## src/rtl/tlc_pkg.sv

```systemverilog
// Shared encodings for the intersection phase sequencer, lamp drivers and monitors.
package tlc_pkg;
   localparam logic [2:0] S_GREEN   = 3'd0;
   localparam logic [2:0] S_CLEAR   = 3'd1;
   localparam logic [2:0] S_PED     = 3'd2;
   localparam logic [2:0] S_SERVICE = 3'd3;
   // Target-select flag held alongside the next phase index: 1 = go to the walk phase
   localparam logic NXT_PED = 1'b1;
   localparam int   CNT_W   = 8;
endpackage

```

## src/rtl/phase_sequencer_clear_timer.sv

```systemverilog
// Tick-driven loadable down-counter; load wins over tick, holds at zero.
module clear_timer
   import tlc_pkg::*;
#(
   parameter int W = CNT_W
) (
   input  logic         clk,
   input  logic         rst,
   input  logic         load,
   input  logic [W-1:0] load_val,
   input  logic         tick,
   output logic         last,
   output logic         zero
);
   logic [W-1:0] count;

   always_ff @(posedge clk or negedge rst) begin
      if (!rst)                       count <= '0;
      else if (load)                  count <= load_val;
      else if (tick && count != '0)   count <= count - 1'b1;
   end

   assign last = (count == W'(1));
   assign zero = (count == '0);
endmodule

```

## src/rtl/phase_sequencer.sv

```systemverilog
// Traffic-intersection phase sequencer: vehicle phases in order, all-red clearance
// between them, latched pedestrian phase, and a service-mode override.
module phase_sequencer
   import tlc_pkg::*;
#(
   parameter int N_PHASES    = 4,
   parameter int CLEAR_TICKS = 3,
   parameter int PH_W        = 2
) (
   input  logic                clk,
   input  logic                rst,
   input  logic                tick,
   input  logic                service,
   input  logic                ped_button,
   input  logic [N_PHASES-1:0] phase_done,
   input  logic                ped_done,
   output logic [PH_W-1:0]     phase_idx,
   output logic [N_PHASES-1:0] green,
   output logic                ped_green,
   output logic                all_red,
   output logic                service_mode,
   output logic                ped_pending
);
   localparam logic [PH_W-1:0]     LAST_IDX = PH_W'(N_PHASES - 1);
   localparam logic [CNT_W-1:0]    CLR_LEN  = CNT_W'(CLEAR_TICKS);
   localparam logic [N_PHASES-1:0] ONE      = N_PHASES'(1);

   logic [2:0]      state, state_d;
   logic [PH_W-1:0] cur, cur_d, nxt_idx, nxt_idx_d;
   logic            nxt_ped, nxt_ped_d;
   logic            pend_d;
   logic            clr_load, clr_last, clr_zero;

   always_comb begin
      state_d   = state;
      cur_d     = cur;
      nxt_idx_d = nxt_idx;
      nxt_ped_d = nxt_ped;
      if (service) begin
         state_d = S_SERVICE;
      end else begin
         case (state)
            S_GREEN: if (phase_done[cur]) begin
               state_d = S_CLEAR;
               if (cur < LAST_IDX) begin
                  nxt_idx_d = cur + 1'b1;
                  nxt_ped_d = ~NXT_PED;
               end else begin
                  nxt_idx_d = '0;
                  nxt_ped_d = ped_pending ? NXT_PED : ~NXT_PED;
               end
            end
            // zero guard keeps a corrupted counter from parking the FSM in all-red
            S_CLEAR: if (tick && (clr_last || clr_zero)) begin
               if (nxt_ped == NXT_PED) state_d = S_PED;
               else begin
                  state_d = S_GREEN;
                  cur_d   = nxt_idx;
               end
            end
            S_PED: if (ped_done) begin
               state_d   = S_CLEAR;
               nxt_idx_d = '0;
               nxt_ped_d = ~NXT_PED;
            end
            S_SERVICE: begin
               state_d   = S_CLEAR;
               cur_d     = '0;
               nxt_idx_d = '0;
               nxt_ped_d = ~NXT_PED;
            end
            default: begin
               state_d   = S_CLEAR;
               nxt_idx_d = '0;
               nxt_ped_d = ~NXT_PED;
            end
         endcase
      end
   end

   // A press in the same cycle as walk entry survives the entry clear
   assign pend_d   = ped_button | (ped_pending & ~(state_d == S_PED && state != S_PED));
   assign clr_load = (state_d == S_CLEAR) && (state != S_CLEAR);

   always_ff @(posedge clk or negedge rst) begin
      if (!rst) begin
         state       <= S_GREEN;
         cur         <= '0;
         nxt_idx     <= '0;
         nxt_ped     <= ~NXT_PED;
         ped_pending <= 1'b0;
      end else begin
         state       <= state_d;
         cur         <= cur_d;
         nxt_idx     <= nxt_idx_d;
         nxt_ped     <= nxt_ped_d;
         ped_pending <= pend_d;
      end
   end

   clear_timer #(.W(CNT_W)) u_clear (
      .clk      (clk),
      .rst      (rst),
      .load     (clr_load),
      .load_val (CLR_LEN),
      .tick     (tick && state == S_CLEAR),
      .last     (clr_last),
      .zero     (clr_zero)
   );

   assign phase_idx    = cur;
   assign green        = (state == S_GREEN) ? (ONE << cur) : '0;
   assign ped_green    = (state == S_PED);
   assign all_red      = (state == S_CLEAR);
   assign service_mode = (state == S_SERVICE);
endmodule

```

## config.mk

```make
export PLATFORM = sky130hd
export DESIGN_NAME = phase_sequencer
export DESIGN_NICKNAME = d
export VERILOG_FILES = /design/src/rtl/tlc_pkg.sv /design/src/rtl/phase_sequencer_clear_timer.sv /design/src/rtl/phase_sequencer.sv
export SDC_FILE = /design/constraint.sdc
export NUM_CORES = 1
export LEC_CHECK = 0
export BUFFER_PORTS_ARGS = -buffer_cell sky130_fd_sc_hd__buf_4
export CORE_UTILIZATION = 54
export DETAILED_ROUTE_END_ITERATION = 7
export PLACE_DENSITY = 0.78
export SLEW_MARGIN = 10
export SYNTH_ARGS = -nofsm -noshare
export SYNTH_HDL_FRONTEND = slang
export SYNTH_SLANG_ARGS = --single-unit
```

## constraint.sdc

```tcl
create_clock -name clk -period 2.2 [get_ports clk]
set_input_delay 0.22 -clock clk [delete_from_list [all_inputs] [get_ports clk]]
set_output_delay 0.22 -clock clk [all_outputs]
set_load 0.01 [all_outputs]
```

==> impl_metrics.yaml, run 1 <==
sta:
  period_minus_slack_ns: 1.92
  fin_worst_skew_ns: 0.00266
  fmax_ghz: 0.521
  period_share_pct: 87.2
  setup_viol: 0
  worst_slew_pin_slew_ns: 0.681
  holdWs_ns: 0.111
  relSlewSlack_pct: 53.9
  slew_viol_final: 0
  finalHoldViolations: 0
  rsz0062_at_grt: "no"
  setup_tns_ns: 0
yosys:
  yosysTopAreaCell: "dfrtp_1"
  synth_seq_cells: 17
  ys_top_cells_by_count: "dfrtp_1, nor2_1, inv_1"
  synth_ff_type: "dfrtp_1"
  syn_inst: 116
  synth_area_per_cell_um2: 9.44
  async_flop_share_pct: 100
  syn_area_mm2: 0.00109
  synthDistinctLibCells: 40
  yosysMostFrequentCell: "dfrtp_1"
  synth_area_leaders: "dfrtp_1, ha_1, and2_1"
  synth_nets: 133
  yosysSeqAreaShare_pct: 38.9
  synth_edf_count: 0
  yosys.area.top_type_share_pct: 38.9
  yosysWarnings: 0
drt:
  viasPerCell: 5.68
  wl_um: 2450
  num_vias: 937
  drc: 0
  ant_nets: 0
  wire_per_inst_um: 14.8
  first_iter_violations: 29
  dr.pass1.iters: 4
outcome:
  outcome: "finished clean"
floorplan:
  coreArea_mm2: 0.00182
  die-area_mm2: 0.00221
  chipWidth_um: 47.0
  initial_core_util_pct: 60.1
  rows: 15
  ios: 20
  fp.dieH_um: 47.0
power_and_ir_drop:
  power.density_mw_per_mm2: 460
  leakagePower_uw: 0.000616
  totalPowerFinal_uw: 601
  peakVddDrop_mv: 0.352
clock_tree:
  clkTransAtPathRegs_ns: 0.10
  cts-htree-levels: 1
  clock_latency_ns: 0.29
  clockRootBuffer: "clkbuf_4"
  clockBufferDepth: 2
  clock_sinks: 17
  cts_made_buffers: 3
  cts.repair.resized: 0
  cts_tree: "yes"
  postCtsSetupBuffers: 0
  hold_buffers: 1
placement:
  port_buffers: 19
  post-place-cells: 160
  dp_hpwl_um: 1780
  place_congestion: 0.884
grt:
  grt_max_degree: 18
  antenna_found_initial: 0
  grt_pass1_wl_um: 4010
  grt_pass1_vias: 936
  gr-usage-all-layers_pct: 26.2
  gr-total-overflow: 0
run:
  drv_cap: 0
setup_path:
  cp.required_ns: 2.39
  slowest_delay_ns: 0.51
  path_cells: "inv_1 -> ha_1 -> or4b_4 -> o21ai_4 -> nor2_2 -> a211o_1"
  cp-startpoint: "u_clear.count[0]"
  critPathLaunchType: "register"
  worstSetupPathType: "register to register"
  worstPathArrival_ns: 2.11
  reg2reg_from: "u_clear.count[0]"
  cp-end-kind: "register"
  cp_max_fo: 5
  slowest_stage: "or4b_4"
layout:
  ff_latch_area_um2: 425
  syn2layout_area_growth_pct: 19.4
  num-fill-cells: 142
  multi_input_area_um2: 623
  fin_nets: 158
  final_cells: 165
  diodes: 0
  drive_gt1_share_pct: 24.3
  post-route-util_pct: 71.8
min_path:
  min-delay-start: "ped_button"
  hp-class: "input pin to register"
worst max-delay path: cells and delay by family (launching register included):
| kind | cells | cell delay, ns |
|---|---|---|
| and+or+nand+nor | 2 | 0.56 |
| AOI/OAI and AO/OA | 2 | 0.46 |
| DFF | 1 | 0.43 |
| adders and majority gates | 1 | 0.23 |
| buffers and inverters | 1 | 0.14 |
state kept, by name, summed over array words and instances (netlist names):
| name | count |
|---|---|
| nxt_idx | 2 |
| nxt_ped | 1 |
| ped_pending | 1 |
| phase_idx | 2 |
| state | 3 |
| u_clear.count | 8 |
area by class of cell:
class,count,area share (%)
clock buffers,4,2.01
inverters,9,2.58
multi-input cells,88,47.7
flip-flops and latches,17,32.5
well taps,25,2.39
repair buffers,22,12.8
through the flow:
step           setup slack, ns  cell area (um^2)
6_report                 0.281              1310
5_1_grt                  0.185              1310
4_1_cts                  0.282              1310
3_5_place_dp             0.312              1270
3_3_place_gp             0.405              1270
2_1_floorplan            0.445              1090
routing by layer:
| layer | up-vias | part of all wire, % | track usage [%] |
|---|---|---|---|
| li1 | 457 | - | - |
| met1 | 446 | 45 | 33.8 |
| met2 | 30 | 49 | 43.9 |
| met3 | 4 | 5.2 | 6.15 |
| met4 | 0 | 0.86 | 7.43 |
| met5 | - | 0 | 0 |
where the power goes:
part	total, uW	switching (uW)	internal [uW]	leakage [uW]
Clock	174	103	70.6	0.0000150
Sequential	333	11.9	321	0.000215
Combinational	95.1	50.2	44.8	0.000386
Total	601	165	436	0.000616
worst paths after layout:
kind,endpoint,slack [ns],cells past startpoint
worst max-delay path,u_clear.count[1],0.28,6
min in group asynchronous,nxt_idx[1],0.33,2
worst min-delay path,ped_pending,0.11,3
max in group asynchronous,nxt_ped,1.68,2
worst min register to register,phase_idx[0],0.54,2
worst max register to register,u_clear.count[1],0.28,6
cell families after synthesis:
group           count (synthesis)  synth area share [%]
flops                          17                  38.9
compound gates                 20                  12.7
simple gates                   51                  26.6
fa+ha+maj                       7                  8.00
mux                             6                  6.86
buf+inv                        11                  4.23
xor+xnor                        3                  2.40
other cells                     1                 0.343
placed cells by master (no fill, tap or decap), types with 2 or more instances in the layout:
cell type / synthesis / routed
xor2_1: 2 / 2
nand2_1: 5 / 5
o211ai_1: 2 / 2
a21oi_1: 4 / 4
inv_1: 9 / 9
nor4_1: 2 / 2
and2_1: 8 / 8
mux2i_1: 3 / 3
clkbuf_4: 0 / 3
ha_1: 7 / 7
a211o_1: 2 / 2
nand4_1: 4 / 4
nor2_1: 12 / 12
buf_4: 1 / 21
o22ai_1: 2 / 2
mux2_2: 2 / 2
nand3_1: 5 / 5
dfrtp_1: 17 / 17
o21ai_0: 4 / 4
nor3_1: 4 / 4
No activity file was read; power rests on OpenSTA's default activity.
==> run 2: changes to the inputs <==
- RECOVER_POWER: default -> 100
==> impl_metrics.yaml, run 2 (synthesis results as in run 1) <==
sta:
  fmax_ghz: 0.510
  rsz0062_at_grt: "no"
  setup_viol: 0
  fin_worst_skew_ns: 0.00281
  period_share_pct: 89.0
  slew_viol_final: 0
  relSlewSlack_pct: 38.1
  finalHoldViolations: 0
  worst_slew_pin_slew_ns: 0.928
  holdWs_ns: 0.115
  setup_tns_ns: 0
  period_minus_slack_ns: 1.96
setup_path:
  regToRegSetupSlack_ns: 0.24
  critPathLaunchType: "register"
  reg2reg_from: "u_clear.count[0]"
  slowest_stage: "or4b_1"
  path_cells: "inv_1 -> ha_1 -> or4b_1 -> o21ai_4 -> nor2_2 -> a211o_1"
  r2r-end: "u_clear.count[1]"
  worstSetupPathType: "register to register"
  worstSetupEndpoint: "u_clear.count[1]"
  cp.required_ns: 2.39
  cp-startpoint: "u_clear.count[0]"
  cp_max_fo: 5
  r2r_cells: 6
  worstPathArrival_ns: 2.14
  cp.depth: 6
  crit_family: "simple AND/OR/NAND/NOR gates"
  slowest_delay_ns: 0.53
  cp-end-kind: "register"
  path_buf_inv: 1
grt:
  gr-total-overflow: 0
  grt_max_degree: 18
  antenna_found_initial: 0
  grt_pass1_vias: 936
  gr-usage-all-layers_pct: 26.2
  grt_pass1_wl_um: 4010
drt:
  ant_nets: 0
  num_vias: 920
  wire_per_inst_um: 14.9
  viasPerCell: 5.58
  drc: 0
  dr.pass1.iters: 4
  wl_um: 2450
  first_iter_violations: 34
clock_tree:
  clkTransAtPathRegs_ns: 0.10
  clock_sinks: 17
  cts_tree: "yes"
  cts-htree-levels: 1
  clockBufferDepth: 2
  clock_latency_ns: 0.29
  postCtsSetupBuffers: 0
  clockRootBuffer: "clkbuf_4"
  cts_made_buffers: 3
floorplan:
  coreArea_mm2: 0.00182
  rows: 15
  initial_core_util_pct: 60.1
  chipWidth_um: 47.0
  die-area_mm2: 0.00221
  fp.dieH_um: 47.0
  ios: 20
power_and_ir_drop:
  power.density_mw_per_mm2: 464
  power.switching_uw: 163
  sequentialPowerShare_pct: 56.0
  leakagePower_uw: 0.000584
  swShare_pct: 27.4
  peakVddDrop_mv: 0.349
  power_frac_comb_pct: 15.2
  power.internal_uw: 432
  clockPowerShare_pct: 28.8
layout:
  diodes: 0
  top_register: "u_clear.count"
  fin_nets: 158
  reg_top3: "u_clear.count (8), state (3)"
  drive_gt1_share_pct: 19.3
  num-fill-cells: 152
  final_cell_mix: "dfrtp_1, buf_4, nor2_1, inv_1"
  syn2layout_area_growth_pct: 17.0
  largest_reg_flops: 8
  layout_commonest_cell: "dfrtp_1"
placement:
  place_congestion: 0.884
  dp_hpwl_um: 1780
  port_buffers: 19
outcome:
  outcome: "finished clean"
min_path:
  hp-class: "input pin to register"
run:
  drv_cap: 0
run 2: changes by cell type in the layout (fill, tap and decap cells not counted):
cell | previous run | this run
a21boi_0 | 0 | 1
a21boi_1 | 1 | 0
and2_0 | 0 | 6
and2_1 | 8 | 2
buf_4 | 21 | 15
clkbuf_1 | 1 | 7
or4b_1 | 0 | 1
or4b_4 | 1 | 0
run 2: final cells by class:
class	instances	area (um^2)	area share [%]
clock buffers	4	26.3	2.05
inverters	9	33.8	2.64
multi-input cells	88	619	48.3
flip-flops and latches	17	425	33.2
well taps	25	31.3	2.44
repair buffers	22	145	11.3
run 2: power groups by stage:
stage | logic, uW | clock network [uW] | registers, uW
finish | 90.3 | 171 | 333
global placement | 89.2 | 0 | 338
global route | 102 | 189 | 334
floorplan | 53.6 | 0 | 337
detailed placement | 92.6 | 0 | 338
CTS | 95.5 | 174 | 332
run 2: worst min-delay path by stage:
stage	from	end	slack, ns	cells after the start
2_1_floorplan	rst	nxt_idx[0]	-0.08	0
3_3_place_gp	rst	phase_idx[0]	0.09	1
3_5_place_dp	rst	nxt_idx[1]	0.10	1
4_1_cts	ped_button	ped_pending	0.11	3
5_1_grt	ped_button	ped_pending	0.13	3
6_report	ped_button	ped_pending	0.11	3
run 2: worst min-delay path, cell delays in order:
cell and delay [ns]:
buf_4 0.08, a31oi_1 0.03, nand2_1 0.05
run 2: repair_timing:
item / in CTS / in global routing
hold buffers: 1 / 0
resized for setup: 0 / 0
hold endpoints to repair: 17 / 0
run 2: routing by layer:
metal / track usage, % / vias to the layer above / share of wire, % / wire (um)
met5: 0 / - / 0 / 0
met4: 7.43 / 0 / 1.3 / 33
met2: 43.9 / 31 / 48 / 1170
met1: 33.8 / 427 / 45 / 1100
li1: - / 455 / - / -
met3: 6.15 / 7 / 6.0 / 146
run 2: per-stage QoR:
stage	power, uW	utilization, %	cells	setup slack [ns]	cell area, um^2
floorplan	390	-	116	0.445	1090
global placement	427	69.8	160	0.405	1270
detailed placement	431	69.8	160	0.312	1270
CTS	601	71.8	165	0.282	1310
global route	625	70.4	165	0.154	1280
finish	595	70.4	165	0.241	1280
==> run 3: changes to the inputs <==
- BUFFER_PORTS_ARGS: -buffer_cell sky130_fd_sc_hd__buf_4 -> -buffer_cell sky130_fd_sc_hd__buf_2
==> impl_metrics.yaml, run 3 (synthesis results as in run 1) <==
sta:
  period_minus_slack_ns: 1.92
  fmax_ghz: 0.521
  relSlewSlack_pct: 40.4
  period_share_pct: 87.3
  worst_slew_pin_slew_ns: 0.894
  finalHoldViolations: 0
  fin_worst_skew_ns: 0.00825
  rsz0062_at_grt: "no"
  slew_viol_final: 0
  setup_viol: 0
  setup_tns_ns: 0
clock_tree:
  clock_latency_ns: 0.28
  clockRootBuffer: "clkbuf_4"
  cts.repair.resized: 0
  clock_sinks: 17
  cts-htree-levels: 1
  clkTransAtPathRegs_ns: 0.09
  cts_tree: "yes"
  clockBufferDepth: 2
  postCtsSetupBuffers: 0
  cts_made_buffers: 3
setup_path:
  worstSetupPathType: "register to register"
  path_cells: "inv_1 -> ha_1 -> or4b_1 -> o21ai_4 -> nor2_2 -> a211o_1"
  crit_family: "simple AND/OR/NAND/NOR gates"
  cp.required_ns: 2.38
  worstPathArrival_ns: 2.10
  cp-end-kind: "register"
  reg2reg_from: "u_clear.count[0]"
  path_buf_inv: 1
  slowest_delay_ns: 0.53
  cp-startpoint: "u_clear.count[0]"
  slowest_stage: "or4b_1"
  cp_max_fo: 5
  critPathLaunchType: "register"
grt:
  grt_pass1_wl_um: 3760
  grt_pass1_vias: 838
  gr-total-overflow: 0
  gr-usage-all-layers_pct: 24.5
  grt_max_degree: 18
  antenna_found_initial: 0
floorplan:
  fp.dieH_um: 47.0
  ios: 20
  die-area_mm2: 0.00221
  initial_core_util_pct: 60.1
  rows: 15
  coreArea_mm2: 0.00182
  chipWidth_um: 47.0
placement:
  placed_area_mm2: 0.00122
  place_congestion: 0.945
  port_buffers: 19
  dp_hpwl_um: 1670
layout:
  final_area_mm2: 0.00124
  num-fill-cells: 159
  fin_nets: 158
  drive_gt1_share_pct: 17.9
  multi_input_area_um2: 619
  layout_commonest_cell: "dfrtp_1"
  ff_latch_area_um2: 425
  final_cell_mix: "dfrtp_1, buf_2, nor2_1, inv_1, clkbuf_1"
  top_register: "u_clear.count"
  reg_top3: "u_clear.count (8), state (3)"
  syn2layout_area_growth_pct: 13.7
  diodes: 0
  largest_reg_flops: 8
power_and_ir_drop:
  power_frac_comb_pct: 14.4
  clockPowerShare_pct: 27.4
  power.switching_uw: 146
  leakagePower_uw: 0.000577
  swShare_pct: 25.5
  power.internal_uw: 426
  sequentialPowerShare_pct: 58.2
  power.density_mw_per_mm2: 459
  peakVddDrop_mv: 0.352
drt:
  viasPerCell: 5.58
  ant_nets: 0
  first_iter_violations: 28
  wire_per_inst_um: 13.4
  dr.pass1.iters: 4
  drc: 0
  wl_um: 2200
  num_vias: 920
run:
  drv_cap: 0
min_path:
  min-delay-start: "ped_button"
  hp-class: "input pin to register"
outcome:
  outcome: "finished clean"
-- run 3: cell count changes in the layout (fill, tap and decap cells not counted), sizes merged --
cell / before / now
buf: 15 / 14
clkbuf: 10 / 11
-- run 3: power by group through the flow --
stage	registers (uW)	logic (uW)	clock network (uW)
after CTS	333	85.8	166
after floorplan	337	53.6	0
final	333	82.1	157
after global routing	335	94.4	180
after global placement	338	82.0	0
after detailed placement	339	83.6	0
-- run 3: area by class of cell --
type | instances | area share (%)
inverters | 9 | 2.71
well taps | 25 | 2.51
multi-input cells | 88 | 49.7
clock buffers | 4 | 2.11
repair buffers | 22 | 8.74
flip-flops and latches | 17 | 34.2
-- run 3: worst paths after layout --
kind	endpoint	slack (ns)	cells past startpoint
min	ped_pending	0.14	3
max reg2reg	u_clear.count[1]	0.28	6
min in group asynchronous	nxt_idx[0]	0.57	2
max in group asynchronous	ped_pending	1.08	2
min reg2reg	phase_idx[1]	0.54	2
max	u_clear.count[1]	0.28	6
-- run 3: stage by stage --
| stage | total power [uW] | cells | setup WS (ns) | hold slack (ns) | utilization [%] |
|---|---|---|---|---|---|
| floorplan | 390 | 116 | 0.445 | -0.0756 | - |
| global placement | 420 | 160 | 0.405 | 0.156 | 67.2 |
| detailed placement | 423 | 160 | 0.333 | 0.160 | 67.2 |
| CTS | 585 | 165 | 0.315 | 0.121 | 69.2 |
| global route | 610 | 165 | 0.163 | 0.132 | 68.4 |
| finish | 572 | 165 | 0.280 | 0.136 | 68.4 |
-- run 3: repair_timing --
item | CTS | global route
hold buffers | 1 | 0
setup endpoints to repair | 0 | 0
endpoints found under the hold margin | 17 | 0
-- run 3: metal layers --
| metal | routed length [um] | vias to the layer above | global-route usage [%] |
|---|---|---|---|
| li1 | - | 459 | - |
| met1 | 997 | 432 | 33.0 |
| met2 | 1080 | 27 | 38.3 |
| met3 | 107 | 2 | 7.69 |
| met4 | 17 | 0 | 6.29 |
| met5 | 0 | - | 0 |
-- run 3: worst min-delay path: stages --
cell     delay (ns)
buf_2          0.08
a31oi_1        0.03
nand2_1        0.06
